File: config.mk
export PLATFORM = sky130hd
export DESIGN_NAME = gemm_seq_ctrl
export DESIGN_NICKNAME = d
export VERILOG_FILES = /design/src/rtl/gemm_seq_ctrl.sv
export SDC_FILE = /design/constraint.sdc
export NUM_CORES = 1
export LEC_CHECK = 0
export CAP_MARGIN = 20
export CORE_ASPECT_RATIO = 0.9
export CORE_MARGIN = 3
export CORE_UTILIZATION = 54
export CTS_BUF_LIST = sky130_fd_sc_hd__clkbuf_8
export DETAILED_ROUTE_END_ITERATION = 12
export PLACE_DENSITY = 0.95
export REMOVE_ABC_BUFFERS = 1
export SETUP_SLACK_MARGIN = 0.3
export SLEW_MARGIN = 20
export SYNTH_ARGS = -nofsm -noshare
export SYNTH_HDL_FRONTEND = slang
export SYNTH_SLANG_ARGS = --single-unit
File: constraint.sdc
create_clock -name clk -period 4.48 [get_ports clk]
set_input_delay 1.12 -clock clk [delete_from_list [all_inputs] [get_ports clk]]
set_output_delay 1.12 -clock clk [all_outputs]
set_load 0.02 [all_outputs]
File: src/rtl/gemm_seq_ctrl.sv
// gemm_seq_ctrl: sequences weight preload, skewed activation streaming and
// result drain for a ROWS x COLS weight-stationary systolic GEMM array.
// A single cycle counter (1 in the first busy cycle) times every phase.
// Buffer strobes are decoded from it, and the array strobes are derived
// through shift-register delays.
module gemm_seq_ctrl #(
  parameter int unsigned ROWS   = 4,
  parameter int unsigned COLS   = 4,
  parameter int unsigned MAX_M  = 64,
  parameter int unsigned ADDR_W = 8
) (
  input  logic                       clk,
  input  logic                       rst,
  input  logic                       start,
  input  logic [$clog2(MAX_M+1)-1:0] num_vec,
  output logic                       busy,
  output logic                       done,
  output logic                       w_rd_en,
  output logic [ADDR_W-1:0]          w_rd_addr,
  output logic                       w_load,
  output logic                       a_rd_en,
  output logic [ADDR_W-1:0]          a_rd_addr,
  output logic [ROWS-1:0]            a_en,
  output logic [COLS-1:0]            p_wr_en,
  output logic [COLS*ADDR_W-1:0]     p_wr_addr
);

  localparam int unsigned MW = $clog2(MAX_M+1);
  localparam int unsigned CW = $clog2(MAX_M+2*ROWS+COLS+4) + 1;

  typedef enum logic [2:0] {
    S_IDLE,
    S_LOAD_W,
    S_STREAM,
    S_DRAIN,
    S_DONE
  } state_e;

  state_e          state_q, state_d;
  logic [CW-1:0]   cnt_q, cnt_d;
  logic [MW-1:0]   m_q, m_d;
  logic            wload_q;
  logic [ROWS-1:0] aen_q;
  logic [COLS-1:0] pwr_q;

  // State, counter and latched vector count.
  always_ff @(posedge clk or posedge rst) begin
    if (rst) begin
      state_q <= S_IDLE;
      cnt_q   <= '0;
      m_q     <= '0;
    end else begin
      state_q <= state_d;
      cnt_q   <= cnt_d;
      m_q     <= m_d;
    end
  end

  // Array strobes: w_load and a_en[0] lag their buffer reads by the read
  // latency, a_en skews one cycle per row, and column c writes once the
  // bottom row's activation has passed c+1 more cells.
  always_ff @(posedge clk or posedge rst) begin
    if (rst) begin
      wload_q <= 1'b0;
      aen_q   <= '0;
      pwr_q   <= '0;
    end else begin
      wload_q  <= w_rd_en;
      aen_q[0] <= a_rd_en;
      for (int unsigned r = 1; r < ROWS; r++) aen_q[r] <= aen_q[r-1];
      pwr_q[0] <= aen_q[ROWS-1];
      for (int unsigned c = 1; c < COLS; c++) pwr_q[c] <= pwr_q[c-1];
    end
  end

  // Next-state logic and buffer read strobes decoded from the cycle counter.
  always_comb begin
    state_d   = state_q;
    cnt_d     = cnt_q;
    m_d       = m_q;
    w_rd_en   = 1'b0;
    w_rd_addr = '0;
    a_rd_en   = 1'b0;
    a_rd_addr = '0;
    done      = 1'b0;
    busy      = (state_q != S_IDLE);
    unique case (state_q)
      S_IDLE: begin
        cnt_d = '0;
        if (start) begin
          if (num_vec != '0) begin
            state_d = S_LOAD_W;
            m_d     = num_vec;
            cnt_d   = CW'(1);
          end else begin
            state_d = S_DONE;
          end
        end
      end
      S_LOAD_W: begin
        cnt_d = cnt_q + CW'(1);
        if (cnt_q <= CW'(ROWS)) begin
          w_rd_en   = 1'b1;
          w_rd_addr = ADDR_W'(cnt_q - CW'(1));
        end
        if (cnt_q == CW'(ROWS+1)) state_d = S_STREAM;
      end
      S_STREAM: begin
        cnt_d = cnt_q + CW'(1);
        if (cnt_q <= CW'(ROWS+1) + CW'(m_q)) begin
          a_rd_en   = 1'b1;
          a_rd_addr = ADDR_W'(cnt_q - CW'(ROWS+2));
        end
        if (cnt_q == CW'(ROWS+2) + CW'(m_q)) state_d = S_DRAIN;
      end
      S_DRAIN: begin
        cnt_d = cnt_q + CW'(1);
        if (cnt_q == CW'(2*ROWS+COLS+1) + CW'(m_q)) state_d = S_DONE;
      end
      S_DONE: begin
        done    = 1'b1;
        cnt_d   = '0;
        state_d = S_IDLE;
      end
      default: state_d = S_IDLE;
    endcase
  end

  // Column c writes vector i at counter value 2*ROWS+3+c+i.
  always_comb begin
    p_wr_addr = '0;
    for (int unsigned c = 0; c < COLS; c++) begin
      if (pwr_q[c]) p_wr_addr[c*ADDR_W +: ADDR_W] = ADDR_W'(cnt_q - CW'(2*ROWS+3+c));
    end
  end

  assign w_load  = wload_q;
  assign a_en    = aen_q;
  assign p_wr_en = pwr_q;

endmodule

; ---- Word level (Yosys, flattened, before mapping)
; Index checks and enable logic that the tools add are counted.
[word_totals]
regBits = 27
in_bits = 10
word_cells = 58
[op_classes]
n_addsub = 10
magnitude_cmp = 2
n_eq_ne = 11
n_mux = 22
reduce_logical = 7
[op_table]
columns = op, count
row1 = $mux 8, 8
row2 = $sub 8x4->8 const B, 4
row3 = $pmux 8 s3, 1
row4 = $add 3x7->8 const A, 2
row5 = $eq 8x8->1, 2
row6 = $mux 3, 5
row7 = $pmux 3 s4, 1
row8 = $add 4x7->8 const A, 1
row9 = $add 8x1->8 const B, 1
row10 = $eq 8x3->1 const B, 1
row11 = $le 8x3->1 const B, 1
row12 = $le 8x8->1, 1
row13 = $ne 2x2->1 const B, 4
row14 = $sub 8x1->8 const B, 1
row15 = $sub 8x3->8 const B, 1
row16 = $mux 1, 7
row17 = $reduce_bool 7->1, 1
row18 = $eq 3x2->1 const B, 2
row19 = $reduce_bool 3->1, 2
row20 = $reduce_and 4->1, 1
row21 = $eq 3x1->1 const B, 1
row22 = $eq 3x3->1 const B, 1
row23 = $logic_not 3->1, 1
row24 = $reduce_and 3->1, 1
row25 = $reduce_or 3->1, 1

; ---- Depth between registers and ports, before layout
; Gate-level depths: netlist of the first run.
[logic_depth]
depth_word = 4
ltp_mapped = 12
mapped_depth_nobuf = 11

; ---- Worst setup path before layout of the first run
; Ideal clock, no wire load.
[synth_timing]
kind = reg-to-output
startpoint = reg m_q[2]
endpoint = out a_rd_addr[2]
arrival_ns = 2.609
required_time_ns = 3.360
setup_slack_ns = 0.751
path_stages_with_launch = 13
cell_sequence = dfrtp_1 -> buf_4 -> inv_1 -> ha_1 -> a21oi_1 -> nor2_1 -> xnor2_1 -> ha_1 -> a21o_1 -> a21o_1 -> a21oi_1 -> a32oi_1 -> nor3b_1
[synth_via]
elab_chain_len = 4
[synth_rtl]
columns = element, line_no
row1 = "start, declared", 41  ; logic [MW-1:0] m_q, m_d;
row2 = "start signal, assigned", 55  ; m_q <= m_d;
row3 = $add 3x7->8, 110  ; if (cnt_q <= CW'(ROWS+1) + CW'(m_q)) begin
row4 = $le 8x8->1, 110
row5 = $mux 8, 110
row6 = $mux 8, 87  ; unique case (state_q)
row7 = "end, declared", 22  ; output logic [ADDR_W-1:0] a_rd_addr,
; No other way between the ends.

; ---- Worst setup path in the final report of the first run
[layout_timing]
startpoint = reg cnt_q[5]
endpoint = out w_rd_addr[6]
[layout_via]
elab_chain_len = 3
elab_cells_between_ends = 4
[layout_rtl]
columns = element, line_no
row1 = "start, declared", 40  ; logic [CW-1:0] cnt_q, cnt_d;
row2 = "start signal, assigned", 54  ; cnt_q <= cnt_d;
row3 = $sub 8x1->8 / $le 8x3->1 (equally long branches), "104, 102"
row4 = $mux 8 *, 102  ; if (cnt_q <= CW'(ROWS)) begin
row5 = $mux 8 *, 87
row6 = "end, declared", 19  ; output logic [ADDR_W-1:0] w_rd_addr,
; Every way passes the cells marked *; elsewhere a longest branch is shown, timed or not.

==> metrics.yaml, run 1 <==
cells_and_area:
  register_area_um2: 676.9
  multi_input_area_um2: 1836
  finalNetCount: 412
  antenna_cells: 0
  fill_cells: 329
  stdcell_area_um2: 3431
  stdcell_count: 439
  syn_to_final_growth_pct: 30.76
  drive_gt1_share_pct: 12.47
die:
  die-area_um2: 5733
  row_count: 23
  die_x_um: 79.48
  start_util_pct: 57.34
  dieHeight_um: 72.13
  core-area_um2: 4576
  ioPinCount: 71
placed_design:
  preCtsSetupSlack_ns: 0.2369
  place.gp.congestion: 0.9360
  place_inst: 435
  post_dp_cell_area_um2: 3369
  dp_hpwl_um: 5690
  port_buffers: 70
route:
  drc: 0
  detail-route-antenna-nets: 0
  dr.pass1.iters: 5
  finalWirelength_um: 7516
  first_iter_violations: 260
  dr_total_vias: 2537
  wl_per_cell_um: 17.12
  routed_via_density: 5.779
yosys:
  synthFlopType: "dfrtp_1"
  synth.area.top_cells: "dfrtp_1, ha_1, xor2_1, xnor2_1, and2_1"
  synthArstFlopShare_pct: 100.0
  ys_types: 48
  synth_common_cells: "dfrtp_1, xor2_1, ha_1"
  synth_top_area_share_pct: 25.75
  synth_top_cell_by_area: "dfrtp_1"
  synth-warning-count: 0
  syn_avg_cell_area_um2: 8.356
  syn_inst: 314
  ys_ff_latch: 27
  synth-edff-count: 0
  synth_area_um2: 2624
  synth-seq-area-share_pct: 25.75
critical_path:
  crit_path_start_kind: "flip-flop"
  crit_fanout: 11
  cpMaxStageDelayCell: "or4_4"
  cp.required_ns: 3.36
  path_cells: "or3_4 > or3_1 > or4_4 > nor2_2 > clkdlybuf4s50_1"
  worstSetupPathType: "reg -> out"
  path_buf_inv: 1
  cp_slowest_stage_delay_ns: 0.62
  cp_top_family: "simple AND/OR/NAND/NOR gates"
  crit_path_end_kind: "output pin"
  arrival_ns: 3.00
grt:
  grt_first_pass_wirelength_um: 12170
  grt_max_degree: 28
  grt_pass1_vias: 2525
  antenna_found_initial: 0
  groute.usage.overall_pct: 26.85
  overflow: 0
clock_tree:
  cts_setup_buffers: 0
  cts.path.max_buffers: 2
  tritoncts: "done"
  cts_hold_buffers: 0
  cts_buffers: 3
  clk_latency_ns: 0.29
  cts_sinks: 27
  htree_levels: 1
  cts_root_buffer: "clkbuf_8"
  clk_pin_slew_ns: 0.10
timing:
  setup_viol: 0
  setup_slack_ns: 0.3648
  maxSlewHeadroom_pct: 35.38
  finalCriticalPeriod_ns: 4.115
  finalClockSkew_ns: 0.01067
  hold_viol_final: 0
  rsz0062_at_grt: "no"
  drv_slew: 0
  fmax_mhz: 243.0
  final.setup.tns_ns: 0
  tightestPinTransition_ns: 0.9633
  fin_crit_sh_pct: 91.86
hold_path:
  hold_class: "reg -> reg"
status:
  status: "completed"
power:
  irDropWorstVdd_mv: 0.4632
  leakagePower_nw: 1.506
  power.density_nw_per_um2: 667.3
job:
  maxCapViolations: 0
==> worst reg2reg max path: cells and delay by family (launching register included) <==
| kind | cells | cell delay (ns) |
|---|---|---|
| buffers and inverters | 1 | 0.26 |
| DFF | 1 | 0.60 |
| adders and majority gates | 1 | 0.39 |
| AOI/OAI and AO/OA | 4 | 1.08 |
| muxes | 1 | 0.20 |
==> power by group <==
part | internal (W) | leakage [nW] | switching (W)
clock | 0.0000635 | 0.0217 | 0.0000843
combinational | 0.000717 | 1.14 | 0.000939
sequential | 0.000332 | 0.349 | 0.000154
==> metal layers <==
layer / vias up / track usage [%] / wire length, um
met5: - / 0 / 0
met4: 0 / 8.397 / 170
met3: 21 / 4.963 / 730
met2: 146 / 43.10 / 3551
met1: 1180 / 36.87 / 3064
li1: 1190 / - / -
==> metrics by stage <==
stage / power [W] / hold WS, ns / util (%)
6_report: 0.002289 / 0.3872 / 74.98
5_1_grt: 0.002461 / 0.4073 / 74.98
4_1_cts: 0.002239 / 0.3932 / 74.76
3_5_place_dp: 0.002096 / 0.3703 / 73.64
3_3_place_gp: 0.002044 / 0.3630 / 73.64
2_1_floorplan: 0.001467 / 0.4936 / -
==> area by class of cell <==
type                       instances  area share (%)
timing repair buffer              80           21.66
clock inverter                     1          0.2188
clock buffer                       3           1.204
tap                               62           2.261
multi-input combinational        253           53.50
sequential                        27           19.73
inverter                          13           1.422
==> layout by cell type, fill, tap and decap left out, types with 4 or more instances in the layout <==
cell / netlist / final
or3_1: 4 / 4
xor2_1: 27 / 27
inv_1: 12 / 11
and2_1: 23 / 23
o21ai_0: 13 / 13
ha_1: 24 / 24
nor2_1: 21 / 20
buf_4: 3 / 10
nor3_1: 16 / 14
clkbuf_2: 0 / 7
nand2_1: 20 / 20
a21oi_1: 15 / 13
and3_1: 4 / 4
clkdlybuf4s50_1: 0 / 61
dfrtp_1: 27 / 26
nand4_1: 4 / 4
nor2_2: 8 / 9
nor2b_1: 11 / 11
xnor2_1: 19 / 19
a21boi_0: 5 / 5
==> logic make-up after synthesis <==
| group | count (synthesis) | share of synthesized area [%] |
|---|---|---|
| compound gates | 51 | 12.59 |
| xor+xnor | 46 | 15.36 |
| fa+ha+maj | 24 | 11.44 |
| buf+inv | 34 | 5.961 |
| flops | 27 | 25.75 |
| mux | 6 | 2.432 |
| simple gates | 126 | 26.47 |
==> flip-flops by register name, summed over array words and instances, names as in the netlist <==
signal   count
m_q          7
a_en         4
p_wr_en      4
state_q      3
cnt_q        8
w_load       1
==> repair_timing <==
item / 4_1_cts / 5_1_grt
setup endpoints to repair: 9 / 9
resized for setup: 17 / 27
pin swaps: 0 / 2
==> worst paths after layout <==
kind / start / to / slack, ns / cells past startpoint
min: a_en[0] / a_en[1] / 0.39 / 0
max in group asynchronous: rst / m_q[1] / 2.76 / 2
max: cnt_q[5] / w_rd_addr[6] / 0.36 / 5
min in group asynchronous: rst / a_en[3] / 1.22 / 2
min reg2reg: a_en[0] / a_en[1] / 0.39 / 0
max reg2reg: cnt_q[0] / state_q[0] / 1.90 / 7
(Power assumes the default switching activity.)
==> run 2: changes to the inputs <==
REMOVE_ABC_BUFFERS = unset   (was 1)
==> metrics.yaml, run 2 (synthesized netlist as in run 1, its figures left out) <==
power:
  power.density_nw_per_um2: 667.5  # was 667.3 nW/um^2
  irDropWorstVdd_mv: 0.4514  # was 0.4632 mV
  switchingPower_w: 0.001155  # was 0.001178 W
  power.share.clock_pct: 6.5  # about the same
  p_int_w: 0.001083  # was 0.001112 W
  leakagePower_nw: 1.486  # was 1.506 nW
  seqPwrFrac_pct: 23.3  # was 21.2%
  sw_frac_of_total_pct: 51.61  # was 51.44%
  p_comb_share_pct: 70.2  # was 72.3%
timing:
  maxSlewHeadroom_pct: 52.14  # was 35.38%
  finalCriticalPeriod_ns: 4.204  # was 4.115 ns
  setup_viol: 0  # unchanged
  drv_slew: 0  # unchanged
  whs_ns: 0.3873  # was 0.3872 ns
  fmax_mhz: 237.9  # was 243.0 MHz
  tightestPinTransition_ns: 0.7152  # was 0.9633 ns
  rsz0062_at_grt: "yes"  # was no
  finalClockSkew_ns: 0.01025  # was 0.01067 ns
  final.setup.tns_ns: 0  # unchanged
  fin_crit_sh_pct: 93.85  # was 91.86%
  hold_viol_final: 0  # unchanged
cells_and_area:
  final_common_cell: "clkdlybuf4s50_1"  # unchanged
  reg_top3: "cnt_q: 8 flops, m_q: 7 flops"  # unchanged
  finalNetCount: 408  # was 412
  fill_cells: 326  # was 329
  antenna_cells: 0  # unchanged
  stdcell_count: 435  # was 439
  largest_register_ff_count: 8  # unchanged
  largest_register: "cnt_q"  # unchanged
  syn_to_final_growth_pct: 27.75  # was 30.76%
  stdcell_area_um2: 3352  # was 3431 um^2
  final_cell_mix: "clkdlybuf4s50_1, xor2_1, ha_1, dfrtp_1, and2_1"  # was clkdlybuf4s50_1, xor2_1, dfrtp_1
  drive_gt1_share_pct: 10.19  # was 12.47%
placed_design:
  place_inst: 431  # was 435
  post_dp_cell_area_um2: 3339  # was 3369 um^2
  dp_hpwl_um: 5389  # was 5690 um
  place.gp.congestion: 0.9506  # was 0.9360
  port_buffers: 70  # unchanged
die:
  die_x_um: 79.48  # unchanged
  start_util_pct: 57.34  # unchanged
  die-area_um2: 5733  # unchanged
  dieHeight_um: 72.13  # unchanged
  ioPinCount: 71  # unchanged
  core-area_um2: 4576  # unchanged
  row_count: 23  # unchanged
yosys:
  synth_nets: 348
grt:
  grt_first_pass_wirelength_um: 12070  # was 12170 um
  groute.usage.overall_pct: 26.82  # was 26.85%
  grt_pass1_vias: 2380  # was 2525
  grt_max_degree: 28  # unchanged
  overflow: 0  # unchanged
  antenna_found_initial: 0  # unchanged
critical_path:
  worstSetupPathType: "reg -> out"  # unchanged
  arrival_ns: 3.08  # was 3.00 ns
  cp.required_ns: 3.36  # about the same
  crit_path_start_kind: "flip-flop"  # unchanged
  crit_fanout: 9  # was 11
  crit_path_end_kind: "output pin"  # unchanged
route:
  routed_via_density: 5.844  # was 5.779
  detail-route-antenna-nets: 0  # unchanged
  drc: 0  # unchanged
  wl_per_cell_um: 17.28  # was 17.12 um
  first_iter_violations: 294  # was 260
  finalWirelength_um: 7518  # was 7516 um
  dr.pass1.iters: 5  # unchanged
  dr_total_vias: 2542  # was 2537
clock_tree:
  clk_latency_ns: 0.29  # about the same
  htree_levels: 1  # unchanged
  cts.path.max_buffers: 2  # unchanged
  cts_sinks: 27  # unchanged
  cts_root_buffer: "clkbuf_8"  # unchanged
  cts_buffers: 3  # unchanged
  cts_setup_buffers: 0  # unchanged
  tritoncts: "done"  # unchanged
  clk_pin_slew_ns: 0.10  # about the same
hold_path:
  hold_class: "reg -> reg"  # unchanged
status:
  status: "completed"  # unchanged
job:
  maxCapViolations: 0  # unchanged
[run 2: cell count changes in the layout (fill, tap and decap cells not counted), moves of 2 or more]
cell | before | now
dfrtp_2 | 1 | 3
nor3_2 | 2 | 0
nor3_1 | 14 | 16
buf_4 | 10 | 6
buf_2 | 0 | 2
dfrtp_1 | 26 | 24
clkdlybuf4s15_2 | 2 | 0
[run 2: cell type report]
class	count	area, um^2	share of cell area, %
clock buffers	3	41.29	1.232
clock inverters	1	3.754	0.1120
inverters	13	48.80	1.456
multi-input cells	253	1795	53.56
flip-flops and latches	27	679.4	20.27
well taps	62	77.57	2.314
repair buffers	76	705.7	21.05
[run 2: power by group through the flow]
stage               sequential [W]  combinational [W]  clock [W]
CTS                       0.000509            0.00156   0.000145
global route              0.000536            0.00168   0.000157
finish                    0.000522            0.00157   0.000145
detailed placement        0.000513            0.00156          0
floorplan                 0.000440            0.00108          0
global placement          0.000504            0.00151          0
[run 2: timing repair]
item	in CTS	in global routing
setup endpoints to repair	9	13
hold buffers	0	0
cloned	0	0
resized for setup	10	29
[run 2: metrics by stage]
step | setup slack [ns] | util (%) | power [W]
final | 0.2757 | 73.26 | 0.002237
after global routing | 0.1503 | 73.26 | 0.002377
after CTS | 0.3064 | 73.80 | 0.002213
after detailed placement | 0.2513 | 72.98 | 0.002071
after global placement | 0.4260 | 72.98 | 0.002011
after floorplan | 0.7508 | - | 0.001517
[run 2: final timing paths]
kind                       startpoint      endpoint  slack, ns  depth (start not counted)
max                            m_q[1]  a_rd_addr[0]       0.28                         12
max reg2reg                  cnt_q[0]    state_q[0]       1.98                          7
min in group asynchronous         rst    state_q[2]       1.20                          2
min reg2reg                   a_en[3]    p_wr_en[0]       0.39                          0
max in group asynchronous         rst      cnt_q[1]       2.85                          2
min                           a_en[3]    p_wr_en[0]       0.39                          0
[run 2: metal layers]
layer  vias up  global-route usage [%]  routed length [um]  share of wire [%]
met5         -                       0                   0                  0
met4         0                   7.443                 109                1.4
met3        11                   4.094                 532                7.1
met2       128                   44.11                3587                 48
met1      1216                   36.81                3288                 44
li1       1187                       -                   -                  -
[run 2: critical path: stages, from the launching register on]
cell and delay, ns:
dfrtp_2 0.45, ha_1 0.24, a21oi_2 0.21, nor2_1 0.08
xnor2_1 0.13, ha_1 0.30, a21o_1 0.18, a21o_1 0.18
a21oi_1 0.18, a32oi_1 0.07, buf_4 0.19, nor3_1 0.24
clkdlybuf4s15_1 0.35
